==> config.mk <==
export PLATFORM = sky130hd
export DESIGN_NAME = mc_ctrl
export DESIGN_NICKNAME = d
export VERILOG_FILES = /design/src/rtl/mc_ctrl.sv
export SDC_FILE = /design/constraint.sdc
export NUM_CORES = 1
export LEC_CHECK = 0
export BUFFER_PORTS_ARGS = -buffer_cell sky130_fd_sc_hd__buf_2
export CORE_MARGIN = 2
export CORE_UTILIZATION = 30
export DETAILED_ROUTE_END_ITERATION = 6
export PLACE_DENSITY = 0.56
export SETUP_SLACK_MARGIN = 0.5
export SLEW_MARGIN = 15
export SYNTH_ARGS = -nofsm -noshare
export SYNTH_HDL_FRONTEND = slang
export SYNTH_SLANG_ARGS = --single-unit
==> constraint.sdc <==
create_clock -name clk -period 5.27 [get_ports clk]
set_clock_uncertainty 0.05 [all_clocks]
set_input_delay 0.7905 -clock clk [delete_from_list [all_inputs] [get_ports clk]]
set_output_delay 0.7905 -clock clk [all_outputs]
set_load 0.01 [all_outputs]
==> src/rtl/mc_ctrl.sv <==
// Multi-cycle MIPS control unit: FETCH/DECODE/EXEC/MEM/WB sequencer with ready-stall, timeout and illegal-op trap.
// Optional perf counters (cycle_cnt, instret_cnt) are built when MC_CTRL_PERF_EN is defined.
module mc_ctrl #(
  parameter int unsigned MEM_TIMEOUT = 16,
  parameter int unsigned ALUCTRL_W   = 5
`ifdef MC_CTRL_PERF_EN
  ,
  parameter int unsigned CNT_W       = 32
`endif
) (
  input  logic                 clk,
  input  logic                 rst,
  input  logic [5:0]           opcode,
  input  logic [5:0]           func,
  input  logic                 zero,
  input  logic                 mem_ready,
  output logic [3:0]           state,
  output logic                 PCWrite,
  output logic                 IRWrite,
  output logic                 MemRead,
  output logic                 MemWrite,
  output logic                 RegWrite,
  output logic [1:0]           RegDst,
  output logic                 ALUSrcA,
  output logic [1:0]           ALUSrcB,
  output logic [ALUCTRL_W-1:0] ALUCtrl,
  output logic [1:0]           DatatoReg,
  output logic [1:0]           PCSource,
  output logic                 ExtOp,
  output logic                 illegal
`ifdef MC_CTRL_PERF_EN
  ,
  output logic [CNT_W-1:0]     cycle_cnt,
  output logic [CNT_W-1:0]     instret_cnt
`endif
);

  localparam int unsigned TO_W = 8;

  // ALU operation codes, matching the ALUOp_* encodings of the datapath ALU
  localparam logic [4:0] ALUOP_NOP = 5'd0;
  localparam logic [4:0] ALUOP_LUI = 5'd1;
  localparam logic [4:0] ALUOP_ADD = 5'd3;
  localparam logic [4:0] ALUOP_SUB = 5'd4;
  localparam logic [4:0] ALUOP_BNE = 5'd5;
  localparam logic [4:0] ALUOP_SLT = 5'd10;
  localparam logic [4:0] ALUOP_OR  = 5'd13;
  localparam logic [4:0] ALUOP_AND = 5'd14;
  localparam logic [4:0] ALUOP_SLL = 5'd15;
  localparam logic [4:0] ALUOP_SRL = 5'd16;
  localparam logic [4:0] ALUOP_SRA = 5'd17;
  localparam logic [4:0] ALUOP_EQL = 5'd18;

  typedef enum logic [3:0] {
    S_FETCH  = 4'd0,
    S_DECODE = 4'd1,
    S_EXEC   = 4'd2,
    S_MEM    = 4'd3,
    S_WB     = 4'd4,
    S_TRAP   = 4'd15
  } state_e;

  typedef enum logic [3:0] {
    C_NONE, C_ALUR, C_ALUI, C_LW, C_SW, C_BR, C_J, C_JAL, C_JR
  } cls_e;

  state_e          r_state, w_next;
  cls_e            r_cls, w_dec_cls;
  logic [5:0]      r_op, r_fn;
  logic [TO_W-1:0] r_wait;
  logic            w_wait_hit;
  logic            w_shift;
  logic [4:0]      w_alu;

  assign state   = r_state;
  assign illegal = (r_state == S_TRAP);
  assign w_wait_hit = (r_wait == TO_W'(MEM_TIMEOUT - 1));
  assign w_shift = (r_cls == C_ALUR) && ((r_fn == 6'h00) || (r_fn == 6'h02) || (r_fn == 6'h03));

  // Instruction class decode from the live IR fields
  always_comb begin
    w_dec_cls = C_NONE;
    case (opcode)
      6'h00: begin
        case (func)
          6'h20, 6'h21, 6'h22, 6'h23, 6'h24,
          6'h25, 6'h2a, 6'h00, 6'h02, 6'h03: w_dec_cls = C_ALUR;
          6'h08:                             w_dec_cls = C_JR;
          default:                           w_dec_cls = C_NONE;
        endcase
      end
      6'h08, 6'h0c, 6'h0d, 6'h0a, 6'h0f: w_dec_cls = C_ALUI;
      6'h23:                             w_dec_cls = C_LW;
      6'h2b:                             w_dec_cls = C_SW;
      6'h04, 6'h05:                      w_dec_cls = C_BR;
      6'h02:                             w_dec_cls = C_J;
      6'h03:                             w_dec_cls = C_JAL;
      default:                           w_dec_cls = C_NONE;
    endcase
  end

  // ALU operation for the latched instruction
  always_comb begin
    w_alu = ALUOP_ADD;
    case (r_cls)
      C_ALUR: begin
        case (r_fn)
          6'h22, 6'h23: w_alu = ALUOP_SUB;
          6'h24:        w_alu = ALUOP_AND;
          6'h25:        w_alu = ALUOP_OR;
          6'h2a:        w_alu = ALUOP_SLT;
          6'h00:        w_alu = ALUOP_SLL;
          6'h02:        w_alu = ALUOP_SRL;
          6'h03:        w_alu = ALUOP_SRA;
          default:      w_alu = ALUOP_ADD;
        endcase
      end
      C_ALUI: begin
        case (r_op)
          6'h0c:   w_alu = ALUOP_AND;
          6'h0d:   w_alu = ALUOP_OR;
          6'h0a:   w_alu = ALUOP_SLT;
          6'h0f:   w_alu = ALUOP_LUI;
          default: w_alu = ALUOP_ADD;
        endcase
      end
      C_BR:    w_alu = (r_op == 6'h05) ? ALUOP_BNE : ALUOP_EQL;
      default: w_alu = ALUOP_ADD;
    endcase
  end

  // State, latched class and memory wait counter
  always_ff @(posedge clk) begin
    if (rst) begin
      r_state <= S_FETCH;
      r_cls   <= C_NONE;
      r_op    <= '0;
      r_fn    <= '0;
      r_wait  <= '0;
    end else begin
      r_state <= w_next;
      if (r_state == S_DECODE) begin
        r_cls <= w_dec_cls;
        r_op  <= opcode;
        r_fn  <= func;
      end
      if (w_next != r_state)
        r_wait <= '0;
      else if (((r_state == S_FETCH) || (r_state == S_MEM)) && !mem_ready)
        r_wait <= r_wait + TO_W'(1);
    end
  end

  // Next state; mem_ready takes priority over the timeout
  always_comb begin
    w_next = r_state;
    case (r_state)
      S_FETCH: begin
        if (mem_ready)       w_next = S_DECODE;
        else if (w_wait_hit) w_next = S_TRAP;
      end
      S_DECODE: w_next = (w_dec_cls == C_NONE) ? S_TRAP : S_EXEC;
      S_EXEC: begin
        case (r_cls)
          C_ALUR, C_ALUI: w_next = S_WB;
          C_LW, C_SW:     w_next = S_MEM;
          default:        w_next = S_FETCH;
        endcase
      end
      S_MEM: begin
        if (mem_ready)       w_next = (r_cls == C_LW) ? S_WB : S_FETCH;
        else if (w_wait_hit) w_next = S_TRAP;
      end
      S_WB:    w_next = S_FETCH;
      S_TRAP:  w_next = S_TRAP;
      default: w_next = S_FETCH;
    endcase
  end

  // Moore control outputs; everything forced low while rst is high
  always_comb begin
    PCWrite   = 1'b0;
    IRWrite   = 1'b0;
    MemRead   = 1'b0;
    MemWrite  = 1'b0;
    RegWrite  = 1'b0;
    RegDst    = 2'd0;
    ALUSrcA   = 1'b0;
    ALUSrcB   = 2'd0;
    ALUCtrl   = ALUCTRL_W'(ALUOP_NOP);
    DatatoReg = 2'd0;
    PCSource  = 2'd0;
    ExtOp     = 1'b0;
    if (!rst) begin
      case (r_state)
        S_FETCH: begin
          MemRead = 1'b1;
          ALUSrcB = 2'd1;
          ALUCtrl = ALUCTRL_W'(ALUOP_ADD);
          IRWrite = mem_ready;
          PCWrite = mem_ready;
        end
        S_DECODE: begin
          ALUSrcB = 2'd3;
          ExtOp   = 1'b1;
          ALUCtrl = ALUCTRL_W'(ALUOP_ADD);
        end
        S_EXEC: begin
          case (r_cls)
            C_ALUR: begin
              ALUSrcA = 1'b1;
              ALUSrcB = w_shift ? 2'd2 : 2'd0;
              ALUCtrl = ALUCTRL_W'(w_alu);
            end
            C_ALUI: begin
              ALUSrcA = 1'b1;
              ALUSrcB = 2'd2;
              ALUCtrl = ALUCTRL_W'(w_alu);
              ExtOp   = (r_op == 6'h08) || (r_op == 6'h0a);
            end
            C_LW, C_SW: begin
              ALUSrcA = 1'b1;
              ALUSrcB = 2'd2;
              ExtOp   = 1'b1;
              ALUCtrl = ALUCTRL_W'(ALUOP_ADD);
            end
            C_BR: begin
              ALUSrcA  = 1'b1;
              ALUCtrl  = ALUCTRL_W'(w_alu);
              PCSource = 2'd1;
              PCWrite  = zero;
            end
            C_J: begin
              PCSource = 2'd2;
              PCWrite  = 1'b1;
            end
            C_JAL: begin
              PCSource  = 2'd2;
              PCWrite   = 1'b1;
              RegWrite  = 1'b1;
              RegDst    = 2'd2;
              DatatoReg = 2'd2;
            end
            C_JR: begin
              PCSource = 2'd3;
              PCWrite  = 1'b1;
            end
            default: ;
          endcase
        end
        S_MEM: begin
          MemRead  = (r_cls == C_LW);
          MemWrite = (r_cls == C_SW);
        end
        S_WB: begin
          RegWrite  = 1'b1;
          RegDst    = (r_cls == C_ALUR) ? 2'd1 : 2'd0;
          DatatoReg = (r_cls == C_LW) ? 2'd1 : 2'd0;
        end
        default: ;
      endcase
    end
  end

`ifdef MC_CTRL_PERF_EN
  // Free-running cycle and retired-instruction counters
  always_ff @(posedge clk) begin
    if (rst) begin
      cycle_cnt   <= '0;
      instret_cnt <= '0;
    end else begin
      if (r_state != S_TRAP)
        cycle_cnt <= cycle_cnt + CNT_W'(1);
      if ((w_next == S_FETCH) &&
          ((r_state == S_EXEC) || (r_state == S_MEM) || (r_state == S_WB)))
        instret_cnt <= instret_cnt + CNT_W'(1);
    end
  end
`endif

endmodule

==> out/metrics.cfg <==
[detailed_routing]
detail_route.wl_per_cell_um = 13.9
wirelength_mm = 5.52
via_per_inst = 5.37
vias = 2136
met1_length_mm = 2.82
ant_nets = 0
dr.pass1.iters = 4
drt_iter0_drc = 121
highest_layer = met4
wl_met3_um = 292
drc = 0
met2_length_mm = 2.34

[setup_path]
end_kind = primary output
critPathRequiredTime_ns = 4.43
path_max_fanout = 12
critPathLaunchType = flop
cp.arrival_ns = 2.33
setup.worst_path.class = reg -> out

[clock_tree]
clk_latency_ns = 0.27
root_buffer = clkbuf_8
ctsResizeCount = 0
clk_pin_slew_ns = 0.09
htree_levels = 1
cts.sinks = 28
cts_made_buffers = 3
cts_setup_buffers = 0
holdBufCountCts = 0
cts_buffer_depth = 2
tritoncts = yes

[logic_synthesis]
netlist_area_um2 = 2030
avgSynthCellArea_um2 = 6.88
syn_nets = 312
synthFlopType = dfxtp_1
seq_area_frac_synth = 0.276
syn_inst = 295
ys_types = 51
ys.warnings.count = 0
async_reset_ff_frac = 0
synth_seq_cells = 28
synth_edf_count = 0

[floorplan]
io_pins = 41
initial_core_util = 0.314
die_h_um = 86.3
die_width_um = 86.3
die_area_um2 = 7440
core_um2 = 6460
rows = 29

[final_layout]
final_layout_size_suffix_gt1_frac = 0.153
seqCellArea_um2 = 561
mostFrequentLayoutCell = nand2_1
num-fill-cells = 710
multiInputGateArea_um2 = 1360
syn2layout_area_growth_pct = 13.0
final_cell_mix = nand2_1 (45), buf_2 (40), a21oi_1 (33)
diodes = 0
final_nets = 339

[min_path]
min_path_type = reg -> reg

[timing]
rsz0062_at_grt = no
min_period_ns = 3.17
hold_viol = 0
hold_ws_ns = 0.411
slew-limit-headroom = 0.546
setup_viol = 0
tns_ns = 0
timing.final.crit_share = 0.601
fmax_ghz = 0.316
tightest_slew_ns = 0.679
slew_viol_final = 0

[power_and_ir_drop]
switching_share = 0.391
ir_drop_uv = 99.8
p_leak_nw = 0.881
combPwrFrac = 0.352
clkPwrFrac = 0.208
power_frac_seq = 0.439
powerDensity_nw_per_um2 = 276
p_switching_w = 0.000247
p_int_w = 0.000385

[global_routing]
grtUsageTotal = 0.154
grt_max_degree = 29
grt_pass1_vias = 1923
grt_pass1_wl_mm = 9.38
grt-ovfl-total = 0
antenna_found_initial = 0

[placement]
dp_hpwl_mm = 4.13
portBuffers = 40
gp_congestion = 0.823

[run_status]
status = finished, final reports clean

[run]
maxCapViolations = 0

==> power by group through the flow <==
stage | clock [W] | sequential [W] | combinational, W
after floorplan | 0 | 0.000257 | 0.000186
after global placement | 0 | 0.000281 | 0.000223
after detailed placement | 0 | 0.000282 | 0.000223
after CTS | 0.000135 | 0.000277 | 0.000223
after global routing | 0.000142 | 0.000285 | 0.000256
final | 0.000132 | 0.000278 | 0.000223
==> layout make-up <==
type	instances	share of cell area
clock buffers	4	0.0240
inverters	7	0.0115
multi-input cells	242	0.591
flip-flops and latches	28	0.244
well taps	77	0.0420
repair buffers	40	0.0873
==> logic make-up (layout without fill, tap and decap cells) <==
kind of cell	after synthesis	after routing	synth area share
DFF	28	28	0.276
xor gates and xnor gates	8	8	0.0345
muxes	1	1	0.00493
buffers and inverters	25	51	0.0561
AOI/OAI and AO/OA	77	77	0.234
and+or+nand+nor	154	154	0.383
adders and majority gates	2	2	0.0111
==> cell usage after synthesis (all sizes together) (3+ instances only) <==
| master | n | area share |
|---|---|---|
| a211oi | 3 | 0.011 |
| a21oi | 33 | 0.081 |
| a31oi | 7 | 0.022 |
| and2 | 5 | 0.015 |
| and3 | 7 | 0.022 |
| buf | 7 | 0.023 |
| clkbuf | 11 | 0.020 |
| dfxtp | 28 | 0.28 |
| inv | 7 | 0.013 |
| nand2 | 45 | 0.083 |
| nand2b | 4 | 0.012 |
| nand3 | 8 | 0.020 |
| nor2 | 29 | 0.057 |
| nor2b | 10 | 0.031 |
| nor3 | 23 | 0.057 |
| nor3b | 3 | 0.011 |
| nor4 | 7 | 0.022 |
| o21ai | 12 | 0.031 |
| o22ai | 4 | 0.012 |
| o31ai | 3 | 0.011 |
| xnor2 | 3 | 0.013 |
| xor2 | 5 | 0.022 |
==> state kept, by name, summed over array words and instances (netlist names) <==
register  flops
r_cls         4
r_wait        8
state         4
r_fn          6
r_op          6
==> critical path, stage by stage (launching register included) <==
cell and delay [ns]:
dfxtp_1 0.58, nor2b_1 0.31, nand2_1 0.12, nor3_1 0.41, o21ai_0 0.21, o31ai_1 0.27, buf_2 0.17
==> metrics by stage <==
| stage | setup slack (ns) | std cells | instance area, µm² | total power, W | utilization |
|---|---|---|---|---|---|
| finish | 2.10 | 398 | 2290 | 0.000632 | 0.355 |
| global route | 1.80 | 398 | 2290 | 0.000683 | 0.355 |
| CTS | 2.10 | 398 | 2290 | 0.000636 | 0.355 |
| detailed placement | 2.22 | 394 | 2240 | 0.000505 | 0.347 |
| global placement | 2.26 | 394 | 2240 | 0.000504 | 0.347 |
| floorplan | 2.59 | 295 | 2030 | 0.000443 | - |
==> worst paths after layout <==
kind	from	end	slack, ns	cells after the start
setup / recovery	state[1]	ALUCtrl[0]	2.10	6
hold / removal	r_op[4]	r_op[4]	0.41	2
setup reg to reg	state[0]	state[2]	2.79	4
hold reg to reg	r_op[4]	r_op[4]	0.41	2
==> per-layer routing <==
metal / vias to the layer above / global-route usage
li1: 1110 / -
met1: 970 / 0.229
met2: 52 / 0.229
met3: 4 / 0.0257
met4: 0 / 0.0440
met5: - / 0
(Power assumes the default switching activity.)
